--- src/rtl/lut_sweep_ctrl.sv ---
// Sweeps every input combination of a truth-table gate, captures its output and compares against a loaded table.
// Latency: start to done is 2^N_IN*(SETTLE+1) cycles; each combination is held SETTLE+1 cycles before sampling.
// Backpressure: cfg_ready is high only in IDLE; cfg/start are ignored while sweeping, abort is ignored while idle.
module lut_sweep_ctrl #(
   parameter int  N_IN   = 2,
   parameter int  SETTLE = 1,
   localparam int TT_W   = 1 << N_IN
) (
   input  logic            clk,
   input  logic            rst,
   input  logic            cfg_valid,
   output logic            cfg_ready,
   input  logic [TT_W-1:0] cfg_data,
   input  logic            start,
   input  logic            abort,
   output logic [N_IN-1:0] dut_in,
   input  logic            dut_out,
   output logic            busy,
   output logic            done,
   output logic [TT_W-1:0] measured,
   output logic            match,
   output logic [N_IN-1:0] fail_idx
);

   typedef enum logic {
      ST_IDLE  = 1'b0,
      ST_SWEEP = 1'b1
   } state_t;

   localparam logic [3:0]      SETTLE_CNT = 4'(SETTLE);
   localparam logic [N_IN-1:0] IDX_LAST   = {N_IN{1'b1}};

   state_t          state_q, state_d;
   logic [TT_W-1:0] expected_q, expected_d;
   logic [N_IN-1:0] idx_q, idx_d;
   logic [3:0]      wait_cnt_q, wait_cnt_d;
   logic [N_IN-1:0] dut_in_q, dut_in_d;
   logic            busy_q, busy_d;
   logic            done_q, done_d;
   logic [TT_W-1:0] measured_q, measured_d;
   logic            match_q, match_d;
   logic [N_IN-1:0] fail_idx_q, fail_idx_d;

   // Captured table with the bit being sampled on this edge already merged in,
   // so the final compare sees the complete table.
   logic [TT_W-1:0] meas_sample;
   logic [TT_W-1:0] diff;
   logic [N_IN-1:0] first_diff;

   // Merge the live gate output into the captured table at the current index.
   always_comb begin
      meas_sample        = measured_q;
      meas_sample[idx_q] = dut_out;
   end

   // Lowest mismatching row wins; zero when the tables agree.
   always_comb begin
      diff       = meas_sample ^ expected_q;
      first_diff = '0;
      for (int i = TT_W - 1; i >= 0; i--) begin
         if (diff[i]) begin
            first_diff = N_IN'(i);
         end
      end
   end

   // Next-state and register updates for the IDLE/SWEEP sequencer.
   always_comb begin
      state_d    = state_q;
      expected_d = expected_q;
      idx_d      = idx_q;
      wait_cnt_d = wait_cnt_q;
      dut_in_d   = dut_in_q;
      busy_d     = busy_q;
      done_d     = 1'b0;
      measured_d = measured_q;
      match_d    = match_q;
      fail_idx_d = fail_idx_q;

      case (state_q)
         ST_IDLE: begin
            // A table offered alongside start is the one the sweep compares against.
            if (cfg_valid) begin
               expected_d = cfg_data;
            end
            if (start) begin
               state_d    = ST_SWEEP;
               idx_d      = '0;
               dut_in_d   = '0;
               wait_cnt_d = SETTLE_CNT;
               busy_d     = 1'b1;
               measured_d = '0;
               match_d    = 1'b0;
               fail_idx_d = '0;
            end
         end

         ST_SWEEP: begin
            if (abort) begin
               // Partial capture is left visible for debug.
               state_d    = ST_IDLE;
               busy_d     = 1'b0;
               match_d    = 1'b0;
               dut_in_d   = '0;
               idx_d      = '0;
               wait_cnt_d = '0;
            end else if (wait_cnt_q != 4'd0) begin
               wait_cnt_d = wait_cnt_q - 4'd1;
            end else begin
               measured_d = meas_sample;
               if (idx_q == IDX_LAST) begin
                  state_d    = ST_IDLE;
                  busy_d     = 1'b0;
                  done_d     = 1'b1;
                  dut_in_d   = '0;
                  idx_d      = '0;
                  match_d    = (diff == '0);
                  fail_idx_d = first_diff;
               end else begin
                  idx_d      = idx_q + 1'b1;
                  dut_in_d   = idx_q + 1'b1;
                  wait_cnt_d = SETTLE_CNT;
               end
            end
         end

         default: begin
            state_d = ST_IDLE;
         end
      endcase
   end

   // State and datapath registers with synchronous reset.
   always_ff @(posedge clk) begin
      if (rst) begin
         state_q    <= ST_IDLE;
         expected_q <= '0;
         idx_q      <= '0;
         wait_cnt_q <= '0;
         dut_in_q   <= '0;
         busy_q     <= 1'b0;
         done_q     <= 1'b0;
         measured_q <= '0;
         match_q    <= 1'b0;
         fail_idx_q <= '0;
      end else begin
         state_q    <= state_d;
         expected_q <= expected_d;
         idx_q      <= idx_d;
         wait_cnt_q <= wait_cnt_d;
         dut_in_q   <= dut_in_d;
         busy_q     <= busy_d;
         done_q     <= done_d;
         measured_q <= measured_d;
         match_q    <= match_d;
         fail_idx_q <= fail_idx_d;
      end
   end

   assign cfg_ready = (state_q == ST_IDLE);
   assign dut_in    = dut_in_q;
   assign busy      = busy_q;
   assign done      = done_q;
   assign measured  = measured_q;
   assign match     = match_q;
   assign fail_idx  = fail_idx_q;

endmodule

--- config.mk ---
export PLATFORM = sky130hd
export DESIGN_NAME = lut_sweep_ctrl
export DESIGN_NICKNAME = d
export VERILOG_FILES = /design/src/rtl/lut_sweep_ctrl.sv
export SDC_FILE = /design/constraint.sdc
export NUM_CORES = 1
export LEC_CHECK = 0
export ABC_CLOCK_PERIOD_IN_PS = 3500
export CAP_MARGIN = 20
export CORE_MARGIN = 4
export CORE_UTILIZATION = 56
export CTS_BUF_LIST = sky130_fd_sc_hd__clkbuf_4
export CTS_CLUSTER_DIAMETER = 200
export DETAILED_ROUTE_END_ITERATION = 8
export PLACE_DENSITY = 0.95
export SETUP_SLACK_MARGIN = 0.02
export SLEW_MARGIN = 15
export SYNTH_ARGS = -nofsm -noshare
export SYNTH_HDL_FRONTEND = slang
export SYNTH_SLANG_ARGS = --single-unit
--- constraint.sdc ---
create_clock -name clk -period 3.5 [get_ports clk]
set_input_delay 0.875 -clock clk [delete_from_list [all_inputs] [get_ports clk]]
set_output_delay 0.875 -clock clk [all_outputs]
set_load 0.1 [all_outputs]
### Word level (Yosys, flattened, before mapping)

Index checks and enable logic that the tools add are counted.

| storage, ports and cells | value |
|---|---|
| memory bits (read-only) | 0 |
| bits in latches | 0 |
| memory bits (writable) | 0 |
| memories kept | 0 |
| register bits after elaboration | 20 |
| word-level logic and storage cells | 74 |
| output and inout bits | 12 |

| cells by class | value |
|---|---|
| bitwise logic cells | 2 |
| magnitude comparators | 2 |
| multipliers | 0 |
| multiplexer cells | 41 |
| add/sub/neg operators | 2 |
| reductions and logical operators | 10 |
| equality and inequality tests | 8 |
| shift-type cells | 0 |
| divide/modulo/power cells | 0 |

Operator list:

| operator | count |
|---|---|
| 4-bit 2-to-1 mux | 7 |
| 2-bit 2-to-1 mux | 11 |
| 4-bit case mux with 2 select lines | 2 |
| 1-bit 2-to-1 mux | 14 |
| 2-bit case mux with 2 select lines | 2 |
| 1-bit case mux with 2 select lines | 3 |
| 2-bit AND reduction | 3 |
| 3-bit AND reduction | 2 |
| 4-bit bitwise mux | 1 |
| 4-bit zero test | 1 |
| 2-bit by 1-bit inequality test with 1-bit output (second input constant) | 2 |
| 2-bit inequality test (second input constant) | 2 |
| 4-bit inequality test (second input constant) | 1 |
| 4-bit AND reduction | 1 |
| 4-bit nonzero test | 1 |
| 4-bit OR reduction | 1 |
| 4-bit by 1-bit subtractor with 4-bit output (second input constant) | 1 |
| 4-bit XOR | 1 |
| 2-bit by 3-bit less-than comparator with 1-bit output (second input constant) | 1 |
| 3-bit by 2-bit inequality test with 1-bit output (second input constant) | 1 |
| 3-bit inequality test (second input constant) | 1 |
| 2-bit by 1-bit adder with 2-bit output (second input constant) | 1 |
| 1-bit demux with 2-bit select | 1 |
| 2-bit equality test (second input constant) | 1 |
| 3 further kinds | 3 |

### Depth between registers and ports, before layout

| depth | value |
|---|---|
| depth in word-level cells | 14 |
| mapped depth | 7 |

### Worst setup path before layout

No wires, ideal clock.

| path | value |
|---|---|
| path type | register -> register |
| start | register, netlist name dut_in[0] |
| end | register match_q (netlist: match) |
| path buffers | 1 |
| arrival time | 2.329 ns |
| data required time | 3.404 ns |
| period minus slack after synthesis | 2.424 ns |
| stages on the path, launching flop included | 7 |
| setup slack | 1.076 ns |
| cell sequence | dfxtp_1 > ha_1 > clkbuf_1 > mux2i_1 > xnor2_1 > or2_2 > o41ai_2 |

RTL lines:

| item | RTL line | source |
|---|---|---|
| end signal: assignment | 155 | `match_q <= match_d;` |
| end: declaration | 41 | `logic match_q, match_d;` |

==> qor.yml <==
outcome: "complete, no violations"
cp_cell_sequence: "clkdlybuf4s50_1 -> nor3_4 -> nand2_2 -> o41ai_2"
cts_buffer_depth: 2
grt_max_degree: 19
ioPinCount: 22
critPathRequiredTime_ns: 3.71
drv_cap: 0
synth_top_family_by_area: "simple AND/OR/NAND/NOR gates"
final_cells: 164
drt_wl_total_mm: 2.49
fmax_ghz: 0.460
numPortBuffers: 21
final_area_sq_mm: 0.00128
setup_viol: 0
relSlewSlack_pct: 51.5
synthAdderAreaFrac_pct: 6.90
hold_violations: 0
tightestPinTransition_ns: 0.726
rsz0062_at_grt: "false"
synthDistinctLibCells: 36
grt_pass1_wl_mm: 4.28
yosys-top-cells-area: "dfxtp_1, mux2i_1, ha_1, a21oi_1, nor2_1"
synth_xor_area_share_pct: 5.64
cts_hold_buf: 0
initial_core_util_pct: 61.0
routabilityCongestion: 0.825
synth_compound_area_share_pct: 17.5
clock_latency_ns: 0.30
ys_ff_latch: 20
cts_setup_buffers: 0
yosys.area_share.simple_pct: 19.2
power.leakage_uw: 0.000505
cts_tree: "done"
cp.arrival_ns: 2.38
antenna_left: 0
clk_pin_slew_ns: 0.11
wl_per_cell_um: 15.2
rows: 15
vias_per_cell: 5.77
drv_slew: 0
synth.avg_cell_area_sq_um: 8.77
ys_warn_count: 0
num_vias: 946
dp.cells: 161
htree_num_levels: 1
min_path_type: "reg2reg"
grtUsageTotal_pct: 21.3
slowest_stage: "clkdlybuf4s50_1"
drc: 0
yosys.area.top_type: "dfxtp_1"
max_stage_delay_ns: 0.76
root_buffer: "clkbuf_4"
cts_sinks: 20
dr.pass1.iters: 4
synth_top_area_share_pct: 36.8
syn_nets: 140
area_delta_synth_final_pct: 17.4
dp_hpwl_mm: 1.91
final_nets: 157
skew_ns: 0.00373
fin_crit_ns: 2.17
die_x_um: 52.1
synthCells: 124
drt-initial-drc-count: 28
core-area_sq_mm: 0.00178
antenna_found_initial: 0
crit_type: "in2reg"
crit_fanout: 18
diodes: 0
placed_area_sq_mm: 0.00125
cp-end-kind: "flip-flop"
final_common_cell: "dfxtp_1"
layout-drive-gt1-share_pct: 14.4
cts_resized: 0
setup-tns-final_ns: 0
grt_overflow: 0
fin_crit_sh_pct: 62.1
die-area_sq_mm: 0.00271
synth_seq_area_share_pct: 36.8
syn_area_sq_mm: 0.00109
peakVddDrop_v: 0.000292
p_per_area_mw_per_mm2: 360
grt_pass1_vias: 962
worstSetupStartpointType: "input port"
synthMuxAreaShare_pct: 7.36
die_y_um: 52.1
cts_made_buffers: 3
final_cell_mix: "dfxtp_1, nor2_1, buf_4"
## worst max-delay path: cells and delay by family
| family | cells | cell delay [ns] |
|---|---|---|
| buffers and inverters | 1 | 0.76 |
| AND/OR/NAND/NOR | 2 | 0.45 |
| AO/OA/AOI/OAI | 1 | 0.29 |
## Yosys cell counts, drive strengths merged
cell type   n
dfxtp      20
nor2       12
a21oi      11
mux2i       8
inv         7
o21ai       7
clkbuf      6
ha          6
nor3        6
nand3       5
xor2        4
buf         3
or2         3
xnor2       3
a21o        2
nand2b      2
nand4b      2
nor2b       2
o211ai      2
a211o       1
a211oi      1
a21boi      1
a22oi       1
a311oi      1
a31oi       1
nand2       1
nand3b      1
nor3b       1
nor4        1
o31ai       1
o41ai       1
or3b        1
## path summary, 6_finish.rpt
path | cells after the start | slack [ns] | end | from
worst min-delay path | 2 | 0.48 | busy | busy
worst max-delay path | 4 | 1.33 | match | rst
worst max register to register | 6 | 1.49 | measured[2] | wait_cnt_q[0]
worst min register to register | 2 | 0.48 | busy | busy
## cells by family (layout without fill, tap and decap cells)
| logic type | count (synthesis) | count (layout) |
|---|---|---|
| muxes | 8 | 8 |
| DFF | 20 | 20 |
| xor gates and xnor gates | 7 | 7 |
| adders and majority gates | 6 | 6 |
| AOI/OAI and AO/OA | 30 | 30 |
| buffers and inverters | 16 | 31 |
| and+or+nand+nor | 37 | 37 |
## layout make-up
class                      instances  area [sq um]
timing repair buffer              21           180
inverter                           7          26.3
clock buffer                       3          22.5
sequential                        20           400
tap                               25          31.3
fill                             141           507
multi-input combinational         88           616
## registers in the layout, indices dropped and copies added, names as in the netlist
signal      count
expected_q      4
measured        4
wait_cnt_q      4
dut_in          2
fail_idx        2
busy            1
done            1
match           1
state_q         1
## metrics by stage
step	total power (uW)	setup slack (ns)	util (%)	hold WS, ns
floorplan	330	1.08	-	0.481
global placement	348	1.13	70.3	0.466
detailed placement	353	1.04	70.3	0.469
CTS	458	1.35	71.6	0.483
global route	480	1.24	71.6	0.527
finish	459	1.33	71.6	0.484
## routing by layer
metal,GRT usage (%),vias up,wire (um)
li1,-,466,-
met3,3.15,4,99
met5,0,-,0
met2,34.9,30,1280
met4,13.1,0,48
met1,25.9,446,1060
## where the power goes
| part | internal, uW | switching (uW) | total (uW) |
|---|---|---|---|
| clock | 40.2 | 70.8 | 111 |
| sequential | 237 | 9.07 | 246 |
| combinational | 37.4 | 65.1 | 102 |
| total | 314 | 145 | 459 |
Note: power is estimated with default switching activity, not from simulation.
